<file path="src/rtl/bound_flasher_fsm.sv">
// Bound-flasher lamp sequencer: staged fill/drain of a 16-lamp bar with kickback
// on flag and a closing blink burst; every transition is gated by the step pulse.
module bound_flasher_fsm #(
    parameter int BLINK_PAIRS = 3
) (
    input  logic        clk,
    input  logic        rst,
    input  logic        tick,
    input  logic        flag,
    output logic [15:0] lamp,
    output logic        busy
);

    typedef enum logic [3:0] {
        S_IDLE  = 4'd0,
        S_UP1   = 4'd1,
        S_DN1   = 4'd2,
        S_UP2   = 4'd3,
        S_DN2   = 4'd4,
        S_UP3   = 4'd5,
        S_DN3   = 4'd6,
        S_BLINK = 4'd7
    } state_t;

    localparam logic [3:0] LAST_B = 4'(2 * BLINK_PAIRS);

    state_t      state_q, state_d;
    logic [4:0]  n_q, n_d;
    logic [3:0]  b_q, b_d;
    logic [15:0] lamp_q, lamp_d;
    logic        busy_q, busy_d;
    logic [3:0]  b_inc;
    logic [16:0] therm;

    always_ff @(posedge clk or posedge rst) begin
        if (rst) begin
            state_q <= S_IDLE;
            n_q     <= 5'd0;
            b_q     <= 4'd0;
            lamp_q  <= 16'h0000;
            busy_q  <= 1'b0;
        end else begin
            state_q <= state_d;
            n_q     <= n_d;
            b_q     <= b_d;
            lamp_q  <= lamp_d;
            busy_q  <= busy_d;
        end
    end

    always_comb begin
        state_d = state_q;
        n_d     = n_q;
        b_d     = b_q;
        b_inc   = b_q + 4'd1;
        case (state_q)
            S_IDLE: if (tick && flag) begin
                n_d     = 5'd1;
                state_d = S_UP1;
            end
            S_UP1: if (tick) begin
                n_d = n_q + 5'd1;
                if (n_d == 5'd6) state_d = S_DN1;
            end
            S_DN1: if (tick) begin
                n_d = n_q - 5'd1;
                if (n_d == 5'd0) state_d = S_UP2;
            end
            S_UP2: if (tick) begin
                // Kickback wins over the normal increment
                if (flag && n_q == 5'd6) begin
                    n_d     = 5'd5;
                    state_d = S_DN1;
                end else begin
                    n_d = n_q + 5'd1;
                    if (n_d == 5'd11) state_d = S_DN2;
                end
            end
            S_DN2: if (tick) begin
                n_d = n_q - 5'd1;
                if (n_d == 5'd5) state_d = S_UP3;
            end
            S_UP3: if (tick) begin
                if (flag && n_q == 5'd11) begin
                    n_d     = 5'd10;
                    state_d = S_DN2;
                end else begin
                    n_d = n_q + 5'd1;
                    if (n_d == 5'd16) state_d = S_DN3;
                end
            end
            S_DN3: if (tick) begin
                n_d = n_q - 5'd1;
                if (n_d == 5'd0) begin
                    b_d     = 4'd0;
                    state_d = S_BLINK;
                end
            end
            S_BLINK: if (tick) begin
                if (b_inc == LAST_B) begin
                    b_d     = 4'd0;
                    n_d     = 5'd0;
                    state_d = S_IDLE;
                end else begin
                    b_d = b_inc;
                end
            end
            default: begin
                // Illegal encodings recover without waiting for a step
                state_d = S_IDLE;
                n_d     = 5'd0;
                b_d     = 4'd0;
            end
        endcase

        therm  = (17'd1 << n_d) - 17'd1;
        lamp_d = (state_d == S_BLINK) ? {16{b_d[0]}} : therm[15:0];
        busy_d = (state_d != S_IDLE);
    end

    assign lamp = lamp_q;
    assign busy = busy_q;

endmodule

</file>
<file path="config.mk">
export PLATFORM = sky130hd
export DESIGN_NAME = bound_flasher_fsm
export DESIGN_NICKNAME = d
export VERILOG_FILES = /design/src/rtl/bound_flasher_fsm.sv
export SDC_FILE = /design/constraint.sdc
export NUM_CORES = 1
export LEC_CHECK = 0
export ABC_CLOCK_PERIOD_IN_PS = 8200
export CAP_MARGIN = 20
export CORE_UTILIZATION = 45
export DETAILED_ROUTE_END_ITERATION = 7
export PLACE_DENSITY = 0.63
export SYNTH_ARGS = -nofsm -noshare
export SYNTH_HDL_FRONTEND = slang
export SYNTH_SLANG_ARGS = --single-unit
</file>
<file path="constraint.sdc">
create_clock -name clk -period 8.2 [get_ports clk]
set_input_delay 1.64 -clock clk [delete_from_list [all_inputs] [get_ports clk]]
set_output_delay 1.64 -clock clk [all_outputs]
set_load 0.005 [all_outputs]
</file>
==> results of run 1 <==
routing by layer:
layer / GRT usage / share of wire / wire [um]
met1: 0.311 / 0.45 / 2650
met2: 0.354 / 0.45 / 2600
met3: 0.0656 / 0.078 / 452
met4: 0.0566 / 0.022 / 129
met5: 0 / 0 / 0
Yosys cell counts (all sizes together), types with 2 or more instances:
master	n
dfrtp	30
nor2	23
nand2	22
a21oi	21
inv	14
o21ai	14
buf	13
nand3	10
ha	8
nor3	8
a31oi	6
clkbuf	6
nand2b	6
nand4	6
o21a	6
xnor2	6
o22ai	4
or3	4
or4	4
a2bb2oi	3
and2	3
and4bb	3
mux2i	3
nor2b	3
o211ai	3
o41a	3
or2	3
xor2	3
a21o	2
a311oi	2
a41oi	2
and3	2
and4b	2
nand4b	2
o2111ai	2
o311ai	2
stage by stage:
step / instances / hold slack [ns] / instance area [um^2] / setup slack (ns)
2_1_floorplan: 273 / 0.524 / 2390 / 4.27
3_3_place_gp: 345 / 0.580 / 2550 / 2.54
3_5_place_dp: 345 / 0.580 / 2550 / 2.41
4_1_cts: 352 / 0.591 / 2660 / 2.68
5_1_grt: 352 / 0.630 / 2660 / 2.25
6_report: 352 / 0.588 / 2660 / 2.64
area by class of cell:
cell class	instances	area [um^2]	area share
Clock buffer	6	82.6	0.0310
Clock inverter	1	30.0	0.0113
Inverter	14	52.6	0.0198
Multi-Input combinational cell	210	1450	0.545
Sequential cell	30	751	0.282
Tap cell	70	87.6	0.0329
Timing Repair Buffer	21	208	0.0781
placed cells by master, fill, tap and decap left out, types with 3 or more instances in the layout:
| cell | synthesis | routed |
|---|---|---|
| a2bb2oi_1 | 3 | 3 |
| clkdlybuf4s50_1 | 0 | 20 |
| o21a_1 | 6 | 6 |
| clkbuf_8 | 3 | 6 |
| xnor2_1 | 4 | 4 |
| a21oi_1 | 21 | 21 |
| o22ai_1 | 4 | 4 |
| nor3_1 | 8 | 8 |
| nor2b_1 | 3 | 3 |
| nand4_1 | 6 | 6 |
| mux2i_1 | 3 | 3 |
| inv_2 | 3 | 3 |
| and2_1 | 3 | 3 |
| or3_1 | 3 | 3 |
| inv_1 | 11 | 11 |
| nor2_1 | 23 | 23 |
| ha_1 | 8 | 8 |
| nand3_1 | 8 | 8 |
| a31oi_1 | 6 | 6 |
| nand2b_1 | 6 | 6 |
| dfrtp_1 | 30 | 30 |
| o211ai_1 | 3 | 3 |
| nand2_1 | 22 | 22 |
| xor2_1 | 3 | 3 |
| o21ai_0 | 12 | 12 |
state kept, by name, summed over array words and instances (netlist names):
signal   flops
n_q          5
state_q      4
busy         1
b_q          4
lamp        16
cell families after synthesis:
kind of cell / Yosys count / share of synthesized area
xor gates and xnor gates: 9 / 0.0392
and+or+nand+nor: 108 / 0.263
adders and majority gates: 8 / 0.0418
other: 1 / 0.00157
buffers and inverters: 33 / 0.0805
DFF: 30 / 0.314
AOI/OAI and AO/OA: 81 / 0.247
muxes: 3 / 0.0126
how the worst min path moves through the flow:
stage               slack, ns  cells past startpoint     end
floorplan                0.52                      2  b_q[1]
global placement         0.58                      2  b_q[1]
detailed placement       0.58                      2  b_q[1]
CTS                      0.59                      2  b_q[1]
global route             0.63                      2  b_q[1]
finish                   0.59                      2  b_q[3]
worst max-delay path, cell delays in order:
cell and delay, ns:
clkdlybuf4s50_1 0.99, inv_2 0.23, a41oi_1 0.32, a2bb2oi_1 0.19
o2111ai_1 0.46, nor3_1 0.41, and2_1 0.24, nand2_1 0.07
ha_1 0.33, or3_1 0.45, nor3_1 0.14, o21ai_0 0.10
a31oi_1 0.16
where the power goes:
group,internal [uW],switching [uW],total [uW],leakage (uW)
clock network,97.1,56.5,154,0.0000573
logic,35.7,35.0,70.6,0.000595
registers,157,9.88,167,0.000407
total,290,101,391,0.00106
==> flow_metrics.tcl, run 1 <==
set metrics [dict create \
    peakVddDrop_mv 0.0982 \
    timing.rr.start "n_q[1]" \
    finClkSkew_ns 0.00916 \
    final-hold-violation-count 0 \
    postCtsSetupBuffers 0 \
    p_per_area_nw_per_um2 147 \
    final-setup-viol-count 0 \
    min_path_type "flop to flop" \
    cts.sinks 30 \
    drt_iter0_drc 316 \
    dr_total_vias 2111 \
    ios 21 \
    outcome "complete, no violations" \
    drive_above_1_share 0.113 \
    track_usage 0.227 \
    crit_arrival_ns 5.76 \
    start_kind "input pin" \
    synth.top_cell.area_share 0.314 \
    cts_buffers 5 \
    r2r_end "lamp[4]" \
    die_h_um 74.9 \
    viasPerCell 6.00 \
    syn_inst 273 \
    setup.worst_path.class "input pin to flop" \
    grt_pass1_wl_mm 9.51 \
    hpwl_mm 4.08 \
    min_period_ns 5.56 \
    power.leakage_uw 0.00106 \
    totalWireLength_mm 5.83 \
    netlist_area_um2 2390 \
    yosys_warnings 0 \
    cts.path.max_buffers 2 \
    root_buffer "clkbuf_8" \
    grt_pass1_vias 1904 \
    reg2reg_slack_ns 4.11 \
    fmax_mhz 180 \
    crit_start "tick" \
    wire_per_inst_um 16.6 \
    ctsHtreeMaxLevel 2 \
    clk-insertion-delay-late_ns 0.29 \
    synth_edf_count 0 \
    post_cts_resized 0 \
    fin_setup_tns_ns 0 \
    ys.flop_type "dfrtp_1" \
    async_reset_ff_frac 1.00 \
    antenna_cells 0 \
    portBuffers 20 \
    synth_cell_types 71 \
    end_kind "flop" \
    place.gp.congestion 0.963 \
    finalCritPeriodShare 0.678 \
    ys_seq_area_frac 0.314 \
    yosys_register_bits 30 \
    core_area_um2 5110 \
    ant_nets 0 \
    dieArea_um2 5610 \
    cp_max_fo 24 \
    die_w_um 74.9 \
    grt_setup_unrepaired "false" \
    rows 26 \
    fill_cells 499 \
    fin_util 0.521 \
    syn_area_per_cell_um2 8.76 \
    antenna_found_initial 0 \
    cts_tree "built" \
    maxSlewViolCount 0 \
    synth_top_area_cell "dfrtp_1" \
    slew_headroom 0.349 \
    hp-start "b_q[3]" \
    grt_remaining_overflow 0 \
    required_ns 8.40 \
    syn_nets 285 \
    drc 0 \
    drv_cap 0 \
    synthTopCellsByArea "dfrtp_1, a21oi_1, ha_1" \
    grt_max_degree 31 \
    worstMarginPinSlew_ns 0.975 \
    cts_hold_buf 0 \
    worstSetupEndpoint "lamp[4]" \
    drt_pre_antenna_iters 5 \
    clk_pin_slew_worst_paths_ns 0.06 \
    layout.nets 294 \
    p_total_uw 391 \
    rr_worst_depth 14 \
    area_growth_pct 11.2 \
    start_util 0.468 \
]
Note: power is estimated with default switching activity, not from simulation.
==> run 2: changes to the inputs <==
- ABC_CLOCK_PERIOD_IN_PS: 8200 -> 5620
- clock period: 8.2 -> 5.62 ns (I/O delays scaled with it)
==> run 2 against run 1 <==
  * Hold slack gained 0.0056 ns
  * Wire length grew 2.9%
  * Largest power group unchanged
  * First-iteration DRC count shrank 55%
  * Count of clock-buffer cells in the layout is the same
  * Sequential share of layout area is essentially flat
  * Cell area is essentially flat
  * Die area is the same
==> flow_metrics.tcl, run 2 (same netlist as run 1, synthesis figures left out) <==
set metrics [dict create \
    grt_use_met1 0.337 \
    end_kind "flop" \
    rows 26 \
    die_h_um 74.9 \
    cts_tree "built" \
    die_w_um 74.9 \
    power.leakage_uw 0.00106 \
    clk_pin_slew_worst_paths_ns 0.07 \
    ant_nets 0 \
    drt_iter0_drc 143 \
    mostFrequentLayoutCell "dfrtp_1" \
    p_sw_uw 152 \
    track_usage 0.230 \
    cpLargestDelayFamily "compound AO/OA/AOI/OAI gates" \
    fin_setup_tns_ns 0 \
    hpwl_mm 4.14 \
    place.gp.congestion 0.910 \
    cts.path.max_buffers 2 \
    layout.nets 296 \
    comb_power_share 0.195 \
    multi_input_area_um2 1450 \
    cp_max_fo 13 \
    grt_remaining_overflow 0 \
    worstMarginPinSlew_ns 0.749 \
    slew_headroom 0.500 \
    grt_setup_unrepaired "false" \
    grt_max_degree 31 \
    final-hold-violation-count 0 \
    ff_latch_area_um2 751 \
    min_period_ns 4.45 \
    layout_common_cells "dfrtp_1, nor2_1, nand2_1, a21oi_1, clkdlybuf4s50_1" \
    area_growth_pct 11.1 \
    use_met3 0.0589 \
    start_util 0.468 \
    maxSlewViolCount 0 \
    core_area_um2 5110 \
    fill_cells 478 \
    grt_pass1_vias 1884 \
    drt_pre_antenna_iters 5 \
    busiest_layer "met1" \
    clk-insertion-delay-late_ns 0.29 \
    largest_reg_flops 16 \
    crit_slowest_cell "clkdlybuf4s50_1" \
    wire_per_inst_um 16.9 \
    postCtsSetupBuffers 0 \
    post_cts_resized 0 \
    cp_slowest_stage_delay_ns 0.69 \
    start_kind "input pin" \
    setup.worst_path.class "input pin to flop" \
    pwr-share-seq 0.458 \
    dieArea_um2 5610 \
    drc 0 \
    critical_path_buf_inv_count 3 \
    cts_hold_buf 0 \
    use_met2 0.336 \
    drv_cap 0 \
    cts_buffers 5 \
    swShare 0.286 \
    crit_top_cell "inv_2" \
    internal-power_uw 380 \
    portBuffers 20 \
    finalCritPeriodShare 0.792 \
    p_per_area_nw_per_um2 200 \
    required_ns 5.83 \
    crit_arrival_ns 4.66 \
    fmax_mhz 225 \
    dr_total_vias 2131 \
    antenna_cells 0 \
    grt_pass1_wl_mm 9.67 \
    drive_above_1_share 0.123 \
    cts.sinks 30 \
    peakVddDrop_mv 0.166 \
    reg2reg_slack_ns 1.74 \
    totalWireLength_mm 6.00 \
    ios 21 \
    fin_util 0.520 \
    root_buffer "clkbuf_8" \
    pwr-share-clk 0.347 \
    finClkSkew_ns 0.00666 \
    crit_path_cell_trace "clkdlybuf4s50_1 -> inv_2 -> a41oi_1 -> o22ai_1 -> o32ai_2 -> inv_2 -> nor2_1 -> nand3_1 -> ha_1 -> or3_1 -> nor4_1 -> a21oi_1 -> o2bb2ai_1" \
    outcome "complete, no violations" \
    viasPerCell 6.00 \
    min_path_type "flop to flop" \
    ctsHtreeMaxLevel 2 \
    final-setup-viol-count 0 \
    antenna_found_initial 0 \
]
-- run 2: changes by cell type in the layout (fill, tap and decap cells not counted), sizes merged --
cell	before	now
clkinv	0	1
clkinvlp	0	1
buf	1	3
bufinv	1	0
-- run 2: path summary, 6_finish.rpt --
kind                       startpoint        to  cells past startpoint
max in group asynchronous         rst    n_q[4]                      3
setup / recovery                 tick  lamp[10]                     13
min in group asynchronous         rst    n_q[0]                      3
hold / removal                 b_q[3]    b_q[3]                      2
setup reg to reg           state_q[2]  lamp[10]                     12
hold reg to reg                b_q[3]    b_q[3]                      2
-- run 2: tightest hold or removal path, cell delays in order, from the launching register on --
cell and delay (ns):
dfrtp_1 0.43, nand2_1 0.06, o21ai_0 0.06
-- run 2: layer usage --
layer / vias to the layer above / wire (um) / share of wire
met1: 1018 / 2870 / 0.48
met5: - / 0 / 0
met2: 78 / 2690 / 0.45
met3: 8 / 366 / 0.061
li1: 1027 / - / -
met4: 0 / 70 / 0.012
-- run 2: cell type report --
class,instances,area share
clock buffers,6,0.0311
multi-input cells,210,0.545
flip-flops and latches,30,0.282
clock inverters,2,0.00471
repair buffers,23,0.0838
well taps,70,0.0330
inverters,14,0.0198
-- run 2: power by group through the flow --
stage / logic (uW) / clock network, uW / registers (uW)
after global placement: 104 / 0 / 248
after CTS: 104 / 189 / 244
after detailed placement: 103 / 0 / 247
final: 104 / 185 / 244
after global routing: 116 / 199 / 246
after floorplan: 71.3 / 0 / 240
-- run 2: per-stage QoR --
step           worst slack, ns  hold slack, ns  total power (uW)  cells  cell area [um^2]
4_1_cts                   1.19           0.588               537    355              2660
3_5_place_dp             0.943           0.574               350    347              2560
6_report                  1.17           0.593               533    355              2660
2_1_floorplan             2.21           0.524               311    273              2390
3_3_place_gp             0.907           0.574               352    347              2560
5_1_grt                  0.916           0.638               561    355              2660
==> run 3: changes to the inputs <==
- ABC_CLOCK_PERIOD_IN_PS: 5620 -> 3650
- PLACE_DENSITY: 0.63 -> 0.65
- clock period: 5.62 -> 3.65 ns (I/O delays scaled with it)
==> run 3 against run 2 <==
  * Critical path depth unchanged
  * Worst setup slack worse by 1.1 ns
  * Combinational power rose by 83%
  * Die area unchanged
  * Cell area is 7.3% higher
  * Register-to-register slack got worse by 1.5 ns
  * Wire length increased by 5.9%
  * Largest power group unchanged
  * Global-route usage increased by 0.94 points
  * First-iteration DRC count up 63%
  * Sequential power rose by 52%
  * Power grew 58%
==> flow_metrics.tcl, run 3 (same netlist as run 1, synthesis figures left out) <==
set metrics [dict create \
    outcome "complete, no violations" \
    rows 26 \
    wire_per_inst_um 16.8 \
    final-hold-violation-count 0 \
    start_util 0.468 \
    grt_max_degree 31 \
    drt_pre_antenna_iters 6 \
    dr_total_vias 2255 \
    largest_reg_flops 16 \
    power.leakage_uw 0.00118 \
    crit_arrival_ns 3.75 \
    grt_pass1_vias 1961 \
    cts_tree "built" \
    final-setup-viol-count 0 \
    peakVddDrop_mv 0.295 \
    viasPerCell 5.95 \
    cts.path.max_buffers 2 \
    setup_ws_ns 0.104 \
    drt_iter0_drc 233 \
    end_kind "flop" \
    fin_util 0.558 \
    worstMarginPinSlew_ns 0.736 \
    mostFrequentLayoutCell "dfrtp_1" \
    ios 21 \
    p_per_area_nw_per_um2 295 \
    layout.nets 320 \
    antenna_cells 0 \
    root_buffer "clkbuf_8" \
    cp_max_fo 13 \
    cts.sinks 30 \
    cts_buffers 5 \
    grt_pass1_wl_mm 9.92 \
    die_w_um 74.9 \
    hpwl_mm 4.62 \
    clk-insertion-delay-late_ns 0.28 \
    ant_nets 0 \
    start_kind "input pin" \
    finalCritPeriodShare 0.971 \
    min_period_ns 3.55 \
    min_path_type "flop to flop" \
    drive_above_1_share 0.201 \
    core_area_um2 5110 \
    clk_pin_slew_worst_paths_ns 0.07 \
    totalWireLength_mm 6.35 \
    die_h_um 74.9 \
    dp_slack_ns -0.115 \
    place.gp.congestion 1.02 \
    slew_headroom 0.509 \
    finClkSkew_ns 0.00925 \
    required_ns 3.86 \
    maxSlewViolCount 0 \
    stdcell_area_um2 2850 \
    portBuffers 20 \
    grt_remaining_overflow 0 \
    drv_cap 0 \
    area_growth_pct 19.2 \
    track_usage 0.239 \
    fmax_mhz 282 \
    drc 0 \
    place_area_um2 2740 \
    setup.worst_path.class "input pin to flop" \
    antenna_found_initial 0 \
    layout_common_cells "dfrtp_1, buf_4, nand2_1, nor2_1, a21oi_1" \
    dieArea_um2 5610 \
    ctsHtreeMaxLevel 2 \
]
==> run 3: final cells by class <==
type                       instances  area, um^2
fill                             473        2260
multi-input combinational        210        1460
sequential                        30         751
timing repair buffer              47         403
tap                               70        87.6
clock buffer                       6        82.6
inverter                          14        52.6
clock inverter                     2        12.5
==> run 3: worst max-delay path: stages <==
cell             delay [ns]
clkdlybuf4s50_1        0.54
buf_4                  0.22
nand4b_1               0.11
o211ai_1               0.37
a21oi_1                0.19
nor3_2                 0.24
and2_1                 0.17
nand2_1                0.06
ha_1                   0.20
or3_1                  0.44
nor3_1                 0.22
o21ai_0                0.11
a31oi_1                0.16
==> run 3: where the power goes <==
| group | switching (uW) | internal (uW) | total [uW] |
|---|---|---|---|
| combinational | 90.6 | 99.7 | 190 |
| clock | 127 | 151 | 279 |
| sequential | 18.5 | 353 | 371 |
| total | 237 | 604 | 840 |
==> run 3: per-stage QoR <==
stage | cells | power, uW | TNS [ns] | hold slack [ns]
global route | 379 | 884 | -0.124 | 0.647
finish | 379 | 840 | 0 | 0.604
global placement | 370 | 566 | -0.240 | 0.571
floorplan | 273 | 479 | 0 | 0.524
CTS | 378 | 844 | 0 | 0.598
detailed placement | 370 | 564 | -0.212 | 0.581
==> run 3: path summary, 6_finish.rpt <==
check,cells after the start,slack (ns),from,endpoint
max,13,0.10,tick,lamp[4]
min,2,0.60,b_q[3],b_q[3]
max reg2reg,13,0.20,b_q[0],lamp[4]
min reg2reg,2,0.60,b_q[3],b_q[3]
max in group asynchronous,3,2.55,rst,n_q[2]
min in group asynchronous,3,0.81,rst,b_q[0]
==> run 3: timing repair <==
action                                  4_1_cts  5_1_grt
hold buffers                                  0        0
buffers inserted                              0        1
gates resized for setup                       0        3
endpoints found under the setup margin        0        2
==> run 3: routing by layer <==
metal / up-vias / wire length, um / GRT usage
li1: 1078 / - / -
met1: 1066 / 2820 / 0.331
met2: 93 / 2930 / 0.372
met3: 18 / 467 / 0.0616
met4: 0 / 138 / 0.0650
met5: - / 0 / 0
